==> src/rtl/control_acceso_pkg.sv <==
// Shared types and widths for the parking-entry access controller.
// Holds the FSM state encoding and the saturating attempt-counter increment.
package control_acceso_pkg;

  localparam int ANCHO_CLAVE    = 16;
  localparam int ANCHO_INTENTOS = 3;

  typedef enum logic [2:0] {
    ESPERA,
    ESPERA_PIN,
    COMPUERTA_ABIERTA,
    ALARMA_PIN,
    BLOQUEO
  } estado_t;

  localparam logic [ANCHO_INTENTOS-1:0] INTENTOS_SAT = '1;

  function automatic logic [ANCHO_INTENTOS-1:0] incr_sat(input logic [ANCHO_INTENTOS-1:0] valor);
    return (valor == INTENTOS_SAT) ? valor : valor + 1'b1;
  endfunction

endpackage

==> src/rtl/control_acceso_parqueo_detector_flancos.sv <==
// Rise/fall detector: registers the previous sample; edges are valid in the cycle the input changes.
// Latency: edge flags are combinational from input and registered previous value; no backpressure.
module detector_flancos (
  input  logic clock,
  input  logic reset,
  input  logic senal,
  output logic previo,
  output logic subida,
  output logic bajada
);

  always_ff @(posedge clock or posedge reset) begin
    if (reset) previo <= 1'b0;
    else       previo <= senal;
  end

  assign subida = senal & ~previo;
  assign bajada = ~senal & previo;

endmodule

==> src/rtl/control_acceso_parqueo.sv <==
// Parking-entry gate/PIN/tailgating Moore controller; TIMEOUT_COMPUERTA_EN adds a gate-open timeout.
// Latency: inputs sampled at edge N appear on the registered outputs right after edge N; no backpressure.
module control_acceso_parqueo
  import control_acceso_pkg::*;
#(
  parameter logic [ANCHO_CLAVE-1:0] CLAVE_CORRECTA = 16'h3257,
  parameter int                     MAX_INTENTOS   = 3,
  parameter int                     TIMEOUT_CICLOS = 100
) (
  input  logic                      clock,
  input  logic                      reset,
  input  logic                      sensor_llegada_vehiculo,
  input  logic                      sensor_ingreso_vehiculo,
  input  logic [ANCHO_CLAVE-1:0]    clave_ingresada,
  input  logic                      clave_valida,
  output logic                      senal_compuerta,
  output logic                      senal_alarma_pin,
  output logic                      senal_alarma_bloqueo,
  output logic [ANCHO_INTENTOS-1:0] intentos_fallidos
);

  estado_t                   estado, estado_sig;
  logic [ANCHO_INTENTOS-1:0] intentos_sig;
  logic                      llegada_q, llegada_sube, llegada_baja;
  logic                      ingreso_q, ingreso_sube, ingreso_baja;
  logic                      clave_ok, clave_mal;
  logic                      tiempo_agotado;
  logic                      unused_flancos;

  detector_flancos u_det_llegada (
    .clock  (clock),
    .reset  (reset),
    .senal  (sensor_llegada_vehiculo),
    .previo (llegada_q),
    .subida (llegada_sube),
    .bajada (llegada_baja)
  );

  detector_flancos u_det_ingreso (
    .clock  (clock),
    .reset  (reset),
    .senal  (sensor_ingreso_vehiculo),
    .previo (ingreso_q),
    .subida (ingreso_sube),
    .bajada (ingreso_baja)
  );

  assign unused_flancos = llegada_q ^ llegada_baja ^ ingreso_q ^ ingreso_sube;

  assign clave_ok  = clave_valida && (clave_ingresada == CLAVE_CORRECTA);
  assign clave_mal = clave_valida && (clave_ingresada != CLAVE_CORRECTA);

`ifdef TIMEOUT_COMPUERTA_EN
  localparam int ANCHO_TIMER = $clog2(TIMEOUT_CICLOS + 1);
  logic [ANCHO_TIMER-1:0] timer;
  logic                   timer_activo;

  // A vehicle starting to cross wins over a timer expiring in the same cycle.
  assign tiempo_agotado = timer_activo && (timer == ANCHO_TIMER'(1)) && !ingreso_sube;

  always_ff @(posedge clock or posedge reset) begin
    if (reset) begin
      timer        <= '0;
      timer_activo <= 1'b0;
    end else if (estado_sig == COMPUERTA_ABIERTA && estado != COMPUERTA_ABIERTA) begin
      timer        <= ANCHO_TIMER'(TIMEOUT_CICLOS);
      timer_activo <= 1'b1;
    end else if (estado == COMPUERTA_ABIERTA) begin
      if (ingreso_sube)
        timer_activo <= 1'b0;
      else if (timer_activo && timer != '0)
        timer <= timer - 1'b1;
    end
  end
`else
  localparam int unused_timeout = TIMEOUT_CICLOS;
  assign tiempo_agotado = 1'b0;
`endif

  always_comb begin
    estado_sig   = estado;
    intentos_sig = intentos_fallidos;
    case (estado)
      ESPERA: begin
        if (sensor_ingreso_vehiculo)      estado_sig = BLOQUEO;
        else if (sensor_llegada_vehiculo) estado_sig = ESPERA_PIN;
      end
      ESPERA_PIN: begin
        if (sensor_llegada_vehiculo && sensor_ingreso_vehiculo) begin
          estado_sig = BLOQUEO;
        end else if (clave_ok) begin
          estado_sig   = COMPUERTA_ABIERTA;
          intentos_sig = '0;
        end else if (clave_mal) begin
          intentos_sig = incr_sat(intentos_fallidos);
          if (intentos_sig >= ANCHO_INTENTOS'(MAX_INTENTOS)) estado_sig = ALARMA_PIN;
        end else if (!sensor_llegada_vehiculo) begin
          estado_sig = ESPERA;
        end
      end
      ALARMA_PIN: begin
        if (sensor_ingreso_vehiculo) begin
          estado_sig = BLOQUEO;
        end else if (clave_ok) begin
          estado_sig   = COMPUERTA_ABIERTA;
          intentos_sig = '0;
        end else if (clave_mal) begin
          intentos_sig = incr_sat(intentos_fallidos);
        end
      end
      COMPUERTA_ABIERTA: begin
        if (ingreso_baja)                                      estado_sig = ESPERA;
        else if (llegada_sube && sensor_ingreso_vehiculo)      estado_sig = BLOQUEO;
        else if (tiempo_agotado)                               estado_sig = ESPERA;
      end
      BLOQUEO: begin
        if (clave_ok) begin
          estado_sig   = ESPERA;
          intentos_sig = '0;
        end
      end
      default: estado_sig = ESPERA;
    endcase
  end

  // Outputs are decoded from the next state so they are flops, not glitchy decode.
  always_ff @(posedge clock or posedge reset) begin
    if (reset) begin
      estado               <= ESPERA;
      intentos_fallidos    <= '0;
      senal_compuerta      <= 1'b0;
      senal_alarma_pin     <= 1'b0;
      senal_alarma_bloqueo <= 1'b0;
    end else begin
      estado               <= estado_sig;
      intentos_fallidos    <= intentos_sig;
      senal_compuerta      <= (estado_sig == COMPUERTA_ABIERTA);
      senal_alarma_pin     <= (estado_sig == ALARMA_PIN);
      senal_alarma_bloqueo <= (estado_sig == BLOQUEO);
    end
  end

endmodule
==> config.mk <==
export PLATFORM = sky130hd
export DESIGN_NAME = control_acceso_parqueo
export DESIGN_NICKNAME = d
export VERILOG_FILES = /design/src/rtl/control_acceso_pkg.sv /design/src/rtl/control_acceso_parqueo_detector_flancos.sv /design/src/rtl/control_acceso_parqueo.sv
export SDC_FILE = /design/constraint.sdc
export NUM_CORES = 1
export LEC_CHECK = 0
export CORE_MARGIN = 1.5
export CORE_UTILIZATION = 40
export CTS_BUF_LIST = sky130_fd_sc_hd__clkbuf_4 sky130_fd_sc_hd__clkbuf_8 sky130_fd_sc_hd__clkbuf_16
export CTS_CLUSTER_DIAMETER = 120
export DETAILED_ROUTE_END_ITERATION = 12
export PLACE_DENSITY = 0.76
export SYNTH_ARGS = -nofsm -noshare
export SYNTH_HDL_FRONTEND = slang
export SYNTH_SLANG_ARGS = --single-unit
==> constraint.sdc <==
create_clock -name clock -period 3.7 [get_ports clock]
set_input_delay 0.555 -clock clock [delete_from_list [all_inputs] [get_ports clock]]
set_output_delay 0.555 -clock clock [all_outputs]
set_load 0.05 [all_outputs]
After elaboration in Yosys (flattened, before gate mapping)

Index checks and enable logic that the tools add are counted.

Bits in registers: 11
Input port bits: 21
Output and inout bits: 6
Word-level logic and storage cells: 53

$add $sub $neg: 1
$lt $le $gt $ge: 1
Equality and inequality tests: 13
Multiplexer cells: 20
Bitwise gates (word level): 4
Reductions and logical operators: 7

Operator list:

| cell                 | number |
|---|---|
| $mux 3               | 18 |
| $eq 16x14->1 const B | 1 |
| $ne 16x14->1 const B | 1 |
| $pmux 3 s5           | 1 |
| $eq 3x2->1 const B   | 4 |
| $eq 3x3->1 const B   | 3 |
| $pmux 3 s3           | 1 |
| $ne 2x2->1 const B   | 3 |
| $logic_and 1x1->1    | 4 |
| $reduce_and 4->1     | 1 |
| $add 3x1->3 const B  | 1 |
| $eq 3x1->1 const B   | 1 |
| $ge 3x2->1 const B   | 1 |
| $logic_not 3->1      | 1 |
| $reduce_bool 3->1    | 1 |
| $and 1x1->1          | 2 |
| $not 1->1            | 2 |

Depth between registers and ports, before layout

Gate-level depths: netlist (run 1).

Depth after elaboration: 9
Mapped depth: 6
Gate-level depth less buffers: 5

By module

A second synthesis (run 1) with hierarchy kept.

Cells, all modules: 64
Area, all modules: 669.4 µm²

By module, submodules not included:

| module                 | instances | cells each | area each (µm²) | sequential area each (µm²) |
|---|---|---|---|---|
| control_acceso_parqueo | 1         | 56         | 581.8           | 225.2 |
| detector_flancos       | 2         | 4          | 43.8            | 25.0 |

Worst setup path after synthesis (run 1)

No wires, ideal clock.

Path kind: input port to flip-flop
From: input clave_ingresada[5]
To: register intentos_fallidos[2]
Library setup time: 120 ps
Arrival: 1533 ps
Data required time: 3580 ps
Path slack: 2046 ps
Stages on the path: 5
Buffers on the path: 0
Cells stage by stage: nor4b_1 -> nand4_1 -> or2_2 -> o21ai_0 -> nand2_1

Cells in the longest elaborated chain, start to end: 6
Elaborated cells on any way between the ends: 11
Classes of those cells: 3 x eq/ne; 5 x mux; 3 x reduce/logical

Ends and longest elaborated chain:

| item                             | RTL line                                                    | RTL |
|---|---|---|
| from (decl)                      | control_acceso_parqueo.sv:14                                | `input logic [ANCHO_CLAVE-1:0] clave_ingresada,` |
| $ne 16x14->1                     | control_acceso_parqueo.sv:51                                | `assign clave_mal = clave_valida && (clave_ingresada != CLAVE_CORRECTA);` |
| $logic_and 1x1->1                | control_acceso_parqueo.sv:51                                |  |
| $mux 3                           | -                                                           |  |
| $mux 3                           | control_acceso_parqueo.sv:104                               | `end else if (clave_ok) begin` |
| $mux 3, on equally long branches | control_acceso_parqueo.sv:102, control_acceso_parqueo.sv:89 |  |
| $pmux 3 s3                       | control_acceso_parqueo.sv:83                                | `case (estado)` |
| to (signal assigned)             | control_acceso_parqueo.sv:136                               | `intentos_fallidos <= intentos_sig;` |
| to (decl)                        | control_acceso_parqueo.sv:19                                | `output logic [ANCHO_INTENTOS-1:0] intentos_fallidos` |

Parallel ways exist; a longest one is shown, timed or not. The select of a mux whose other input is x is not followed.
A chain may end at the register's enable or synchronous reset.

Worst setup path after layout (run 1)

From: register intentos_fallidos[1]
To: output intentos_fallidos[1]

No word-level cell between the ends.

==> metrics.md, run 1 <==
| Metric | Value |
|---|---|
| RSZ-0062 raised after global routing | `false` |
| Relative slew slack | `around two thirds` |
| Die ar. | `1820 um2` |
| Layout area overhead | `46.8%` |
| Fillers | `between 100 and 150` |
| Worst-path clk slew | `0.07 ns` |
| Vias in the first global route | `576` |
| Initial antenna violation count | `0` |
| Vias per inst | `5.70` |
| Yosys top cell area share | `43.8%` |
| Vias | `between 500 and 600` |
| Number of port buffers | `26` |
| Non-filler cells, final | `104` |
| Yosys reg bits | `11` |
| Peak supply drop | `0.523 mV` |
| Crit path DAT | `1.47 ns` |
| Setup TNS | `0 ns` |
| Status | `completed` |
| DPL Wire Length | `1.12 mm` |
| Share of cells above drive strength 1 | `9.09%` |
| Core region area | `around 1500 um2` |
| Crit path kind | `flip-flop to primary output` |
| Crit path cell chain | `clkdlybuf4s50_1` |
| Max-Cap Viols | `0` |
| # clock sinks | `11` |
| Count leader, synth | `dfrtp_1` |
| Psw | `0.200 mW` |
| Row cnt | `14` |
| Total global-route track usage | `17.9%` |
| Yosys cell types | `32` |
| Critical path's largest stage delay | `about 0.82 ns` |
| Hold Vio Cnt, Final | `0` |
| CP Capture Type | `primary output` |
| Die Ht | `42.6 um` |
| Final layout net count | `111` |
| CTS tree | `yes` |
| Clock share of power | `17.0%` |
| Cells after DPL | `100` |
| Num CTS Buffers | `3` |
| Comb pwr share | `roughly half` |
| Skew-Pair Late Insertion Delay | `0.26 ns` |
| Delay-heaviest family, CP | `buffers and inverters` |
| DR DRC count | `0` |
| Synth top cells by count | `dfrtp_1 (11), nor2_1 (5), inv_1 (4)` |
| Internal power | `0.307 mW` |
| Gpl congestion | `0.814` |
| Number of routed nets with antenna violations | `0` |
| Post-synthesis cell count | `60` |
| Crit-path slowest cell | `clkdlybuf4s50_1` |
| First DRT Iteration DRCs | `10` |
| First-pass GRT wire length | `about 2.4 mm` |
| FF/Latch Area | `275 um2` |
| Seq pwr share | `34.6%` |
| Fin crit share | `54.7%` |
| Total power draw | `0.507 mW` |
| PostCTS Resize Cnt | `0` |
| Max Root-Sink Buffers | `2` |
| WL final | `1.40 mm` |
| Postcts setup bufs | `0` |
| Fmax | `494 MHz` |
| Mapped cell area | `628 um2` |
| Peak fanout along the critical path | `4` |
| Sw frac | `between 30% and 40%` |
| Largest net degree at the start of global routing | `12` |
| Synth top area cells | `dfrtp_1 (44%), o21a_1 (3.6%), a32o_1 (3.2%), nand3b_4 (3.2%), nor4bb_1 (3.2%)` |
| Routed WL per cell | `13.5 um` |
| Type of origin of the critical path | `flip-flop` |
| Buf/Inv on CP | `1` |
| # setup viols final | `0` |
| LEAKAGE | `0.396 nW` |
| Post-CTS Hold Buffers | `0` |
| Max-slew violation count | `0` |
| Multi-input gate area | `about 320 um2` |
| Die Width | `42.6 um` |
| Initial Utilization | `42.2%` |
| Worst-margin pin slew | `~0.51 ns` |
| Synth warnings | `0` |
| Root buffer cell | `clkbuf_4` |
| Syn avg cell area | `about 10 um2` |
| Min-delay worst type | `flip-flop to flip-flop` |
| Clock skew | `roughly 0.0027 ns` |
| I/O pin total | `27` |
| Worst EP required | `3.14 ns` |
| Post-route minimum period | `2.03 ns` |
| Asr flop ratio synth | `100%` |
| Grt total ovfl | `0` |
| Largest area contributor in the netlist | `dfrtp_1` |
| CTS H-tree lvls | `1` |
| Diode count | `0` |
| Syn_nets | `82` |
| Sequential fraction of the synthesis area | `a little over two fifths` |
| Detailed Routing Iterations Pass 1 | `4` |
| EDFF count, synth | `0` |
| Top_reg_cell synth | `dfrtp_1` |
| Power Density | `549 nW/um2` |
## kinds of logic after synthesis
logic type               synth area share (%)
adder cells (fa/ha/maj)                  1.99
multiplexers                             1.79
buffers and inverters                    4.98
AO/OA/AOI/OAI                            22.5
AND/OR/NAND/NOR                          24.9
flip-flops                               43.8
## layout by cell type (no fill, tap or decap), drive strengths merged
master / Yosys / final
and2: 1 / 1
a2bb2oi: 1 / 1
o21ai: 3 / 3
nor2b: 2 / 2
a21oi: 3 / 3
nand2b: 1 / 1
o32ai: 1 / 1
o41ai: 1 / 1
mux2: 1 / 1
nand3b: 1 / 1
nor2: 5 / 5
nand4b: 1 / 1
nand2: 2 / 2
nor3: 1 / 1
nand4: 1 / 1
a32o: 2 / 2
clkbuf: 0 / 4
a22o: 1 / 1
or2: 1 / 1
nor4bb: 2 / 2
o22ai: 1 / 1
clkdlybuf4s50: 0 / 26
dfrtp: 11 / 11
inv: 4 / 4
ha: 1 / 1
nor3b: 2 / 2
and4b: 1 / 1
o311a: 1 / 1
nor4b: 1 / 1
a211o: 1 / 1
o21a: 3 / 3
a221oi: 1 / 1
## power groups by stage
stage                     registers (mW)  clock network, mW  logic (mW)
after global placement             0.176                  0       0.242
after floorplan                    0.236                  0       0.106
after CTS                          0.176             0.0880       0.245
after global routing               0.181             0.0986       0.262
final                              0.175             0.0859       0.245
after detailed placement           0.178                  0       0.243
## path summary, 6_finish.rpt
path	slack, ns	to	cells after the start	startpoint
hold / removal	0.58	intentos_fallidos[2]$_DFFE_PP0P_	2	intentos_fallidos[2]$_DFFE_PP0P_
hold reg to reg	0.58	intentos_fallidos[2]$_DFFE_PP0P_	2	intentos_fallidos[2]$_DFFE_PP0P_
max in group asynchronous	2.81	u_det_ingreso.previo$_DFF_PP0_	2	reset
setup / recovery	1.67	intentos_fallidos[1]	1	intentos_fallidos[1]$_DFFE_PP0P_
setup reg to reg	2.12	senal_compuerta$_DFF_PP0_	5	estado[0]$_DFF_PP0_
min in group asynchronous	0.59	senal_compuerta$_DFF_PP0_	2	reset
## through the flow
step	hold WS, ns	instance area [um2]	setup slack (ns)	util (%)
final	0.578	922	1.67	61.9
after global routing	0.616	922	1.55	61.9
after CTS	0.580	922	1.66	61.9
after detailed placement	0.555	892	1.46	59.9
after global placement	0.550	892	1.44	59.9
after floorplan	0.407	628	2.05	-
## registers in the layout, summed over array words and instances (netlist names)
| name | flops |
|---|---|
| estado | 3 |
| intentos_fallidos | 3 |
| senal_alarma_bloqueo | 1 |
| senal_alarma_pin | 1 |
| senal_compuerta | 1 |
| u_det_ingreso.previo | 1 |
| u_det_llegada.previo | 1 |
## layer usage
| layer | GRT usage [%] | routed length (um) | vias up |
|---|---|---|---|
| met4 | 7.50 | 10 | 0 |
| met2 | 27.9 | 670 | 27 |
| met1 | 23.8 | 622 | 277 |
| li1 | - | - | 287 |
| met3 | 3.88 | 98 | 2 |
| met5 | 0 | 0 | - |
## layout make-up
cell class	instances	area share (%)
Tap cell	16	2.17
Clock buffer	4	3.26
Timing Repair Buffer	26	28.2
Sequential cell	11	29.9
Multi-Input combinational cell	43	34.9
Inverter	4	1.63
## tightest hold or removal path: cells and delay by family (launching register included)
family	cells	cell delay [ns]
AO/OA/AOI/OAI	1	0.10
flip-flops	1	0.39
AND/OR/NAND/NOR	1	0.06
(Power assumes the default switching activity.)
==> inputs of run 2 (changes only) <==
Settings changed: CORE_UTILIZATION 40 to 36, PLACE_DENSITY 0.76 to 0.73.
Clock period 3.7 ns to 1.8 ns, I/O delays scaled along.
==> metrics.md, run 2 (synthesis gave the netlist of run 1 again) <==
| Metric | Value |
|---|---|
| Max-Cap Viols | `0` |
| Worst-margin pin slew | `0.491 ns` |
| Vias | `~600` |
| Crit path DAT | `1.38 ns` |
| # clock sinks | `11` |
| Postcts setup bufs | `0` |
| Gpl congestion | `0.881` |
| DR DRC count | `0` |
| Status | `completed` |
| Die Ht | `about 45 um` |
| Most frequent cells in the layout | `clkdlybuf4s50_1 (23), dfrtp_1 (11), buf_4 (7)` |
| Buf/Inv on CP | `1` |
| Delay-heaviest family, CP | `buffers and inverters` |
| # setup viols final | `0` |
| LEAKAGE | `0.419 nW` |
| Worst-path clk slew | `0.07 ns` |
| Die Width | `44.8 um` |
| Final WS setup | `between 0.1 and 0.15 ns` |
| Placement Setup Slack | `-0.153 ns` |
| Fmax | `606 MHz` |
| CTS tree | `yes` |
| Detailed Routing Iterations Pass 1 | `4` |
| Final layout net count | `115` |
| Clock share of power | `17.4%` |
| Max-slew violation count | `0` |
| I/O pin total | `27` |
| Power Density | `1100 nW/um2` |
| Peak fanout along the critical path | `1` |
| Post-route minimum period | `1.65 ns` |
| Peak supply drop | `0.628 mV` |
| Number of port buffers | `26` |
| Fillers | `147` |
| Number of routed nets with antenna violations | `0` |
| WL final | `1.40 mm` |
| First DRT Iteration DRCs | `7` |
| Seq pwr share | `34.8%` |
| Skew-Pair Late Insertion Delay | `0.26 ns` |
| Core region area | `1580 um2` |
| Grt total ovfl | `0` |
| Max Root-Sink Buffers | `2` |
| CP Capture Type | `primary output` |
| Final instance area | `945 um2` |
| Psw | `0.414 mW` |
| RSZ-0062 raised after global routing | `false` |
| PostCTS Resize Cnt | `0` |
| Share of cells above drive strength 1 | `16.3%` |
| Routed WL per cell | `13.0 um` |
| Relative slew slack | `67.2%` |
| DPL Wire Length | `around 1.1 mm` |
| Fin crit share | `91.7%` |
| Clock skew | `0.000506 ns` |
| Worst EP required | `1.53 ns` |
| Type of origin of the critical path | `flip-flop` |
| Leading cell type in the layout, fill and taps excluded | `clkdlybuf4s50_1` |
| Total global-route track usage | `16.3%` |
| FF/Latch Area | `approximately 280 um2` |
| Min-delay worst type | `input port to asynchronous set/reset pin` |
| Die ar. | `2000 um2` |
| Hold Vio Cnt, Final | `0` |
| Biggest regs | `estado (3), intentos_fallidos (3)` |
| Internal power | `between 0.6 and 0.7 mW` |
| Initial Utilization | `39.8%` |
| Root buffer cell | `clkbuf_4` |
| Initial antenna violation count | `0` |
| First-pass GRT wire length | `2.28 mm` |
| Layout area overhead | `50.4%` |
| Row cnt | `14` |
| Comb pwr share | `between 40 and 50%` |
| Post-CTS Hold Buffers | `0` |
| Critical path's largest stage delay | `0.79 ns` |
| Num CTS Buffers | `3` |
| Diode count | `0` |
| Vias per inst | `~5.6` |
| Multi-input gate area | `approximately 320 um2` |
| Sw frac | `39.9%` |
| Crit-path slowest cell | `clkdlybuf4s50_1` |
| Largest net degree at the start of global routing | `12` |
| CTS H-tree lvls | `1` |
| Crit path cell chain | `clkdlybuf4s50_1` |
| Vias in the first global route | `557` |
| Crit path kind | `flip-flop to primary output` |
| Placed Instance Area | `915 um2` |
[run 2: changes by cell type in the layout (fill, tap and decap cells not counted), sizes merged]
cell,before,now
buf,0,7
clkdlybuf4s50,26,23
[run 2: final timing paths]
kind                                                   from                          endpoint  slack [ns]  depth (start not counted)
max                          senal_alarma_bloqueo$_DFF_PP0_              senal_alarma_bloqueo        0.15                          1
min                                                   reset               estado[2]$_DFF_PP0_        0.29                          2
max reg2reg                             estado[0]$_DFF_PP0_         senal_compuerta$_DFF_PP0_        0.16                          5
min reg2reg                intentos_fallidos[0]$_DFFE_PP0P_  intentos_fallidos[0]$_DFFE_PP0P_        0.57                          1
max in group asynchronous                             reset    senal_alarma_bloqueo$_DFF_PP0_        1.22                          2
min in group clock         intentos_fallidos[0]$_DFFE_PP0P_  intentos_fallidos[0]$_DFFE_PP0P_        0.57                          1
[run 2: cell type report]
type | instances | area share, %
Timing Repair Buffer | 30 | 29.9
Multi-Input combinational cell | 43 | 34.0
Clock buffer | 4 | 3.18
Inverter | 4 | 1.59
Sequential cell | 11 | 29.1
Tap cell | 16 | 2.12
[run 2: stage by stage]
| stage | hold WS [ns] | cells | power (mW) | utilization (%) | setup TNS (ns) |
|---|---|---|---|---|---|
| 2_1_floorplan | 0.122 | 60 | 0.703 | - | 0 |
| 3_3_place_gp | 0.545 | 104 | 0.853 | 58.0 | -0.734 |
| 3_5_place_dp | 0.556 | 104 | 0.864 | 58.0 | -0.898 |
| 4_1_cts | 0.301 | 108 | 1.05 | 59.9 | 0 |
| 5_1_grt | 0.346 | 108 | 1.10 | 59.9 | 0 |
| 6_report | 0.293 | 108 | 1.04 | 59.9 | 0 |
[run 2: layer usage]
metal  vias to the layer above  share of wire (%)  track usage [%]
met3                         4                6.7             4.00
met4                         0                2.8             10.6
li1                        292                  -                -
met1                       279                 43             19.6
met5                         -                  0                0
met2                        27                 48             25.8
[run 2: power by group through the flow]
stage	Sequential, mW	Clock (mW)	Combinational [mW]
after floorplan	0.485	0	0.218
after global placement	0.363	0	0.491
after detailed placement	0.365	0	0.499
after CTS	0.360	0.188	0.500
after global routing	0.367	0.199	0.534
final	0.361	0.181	0.496
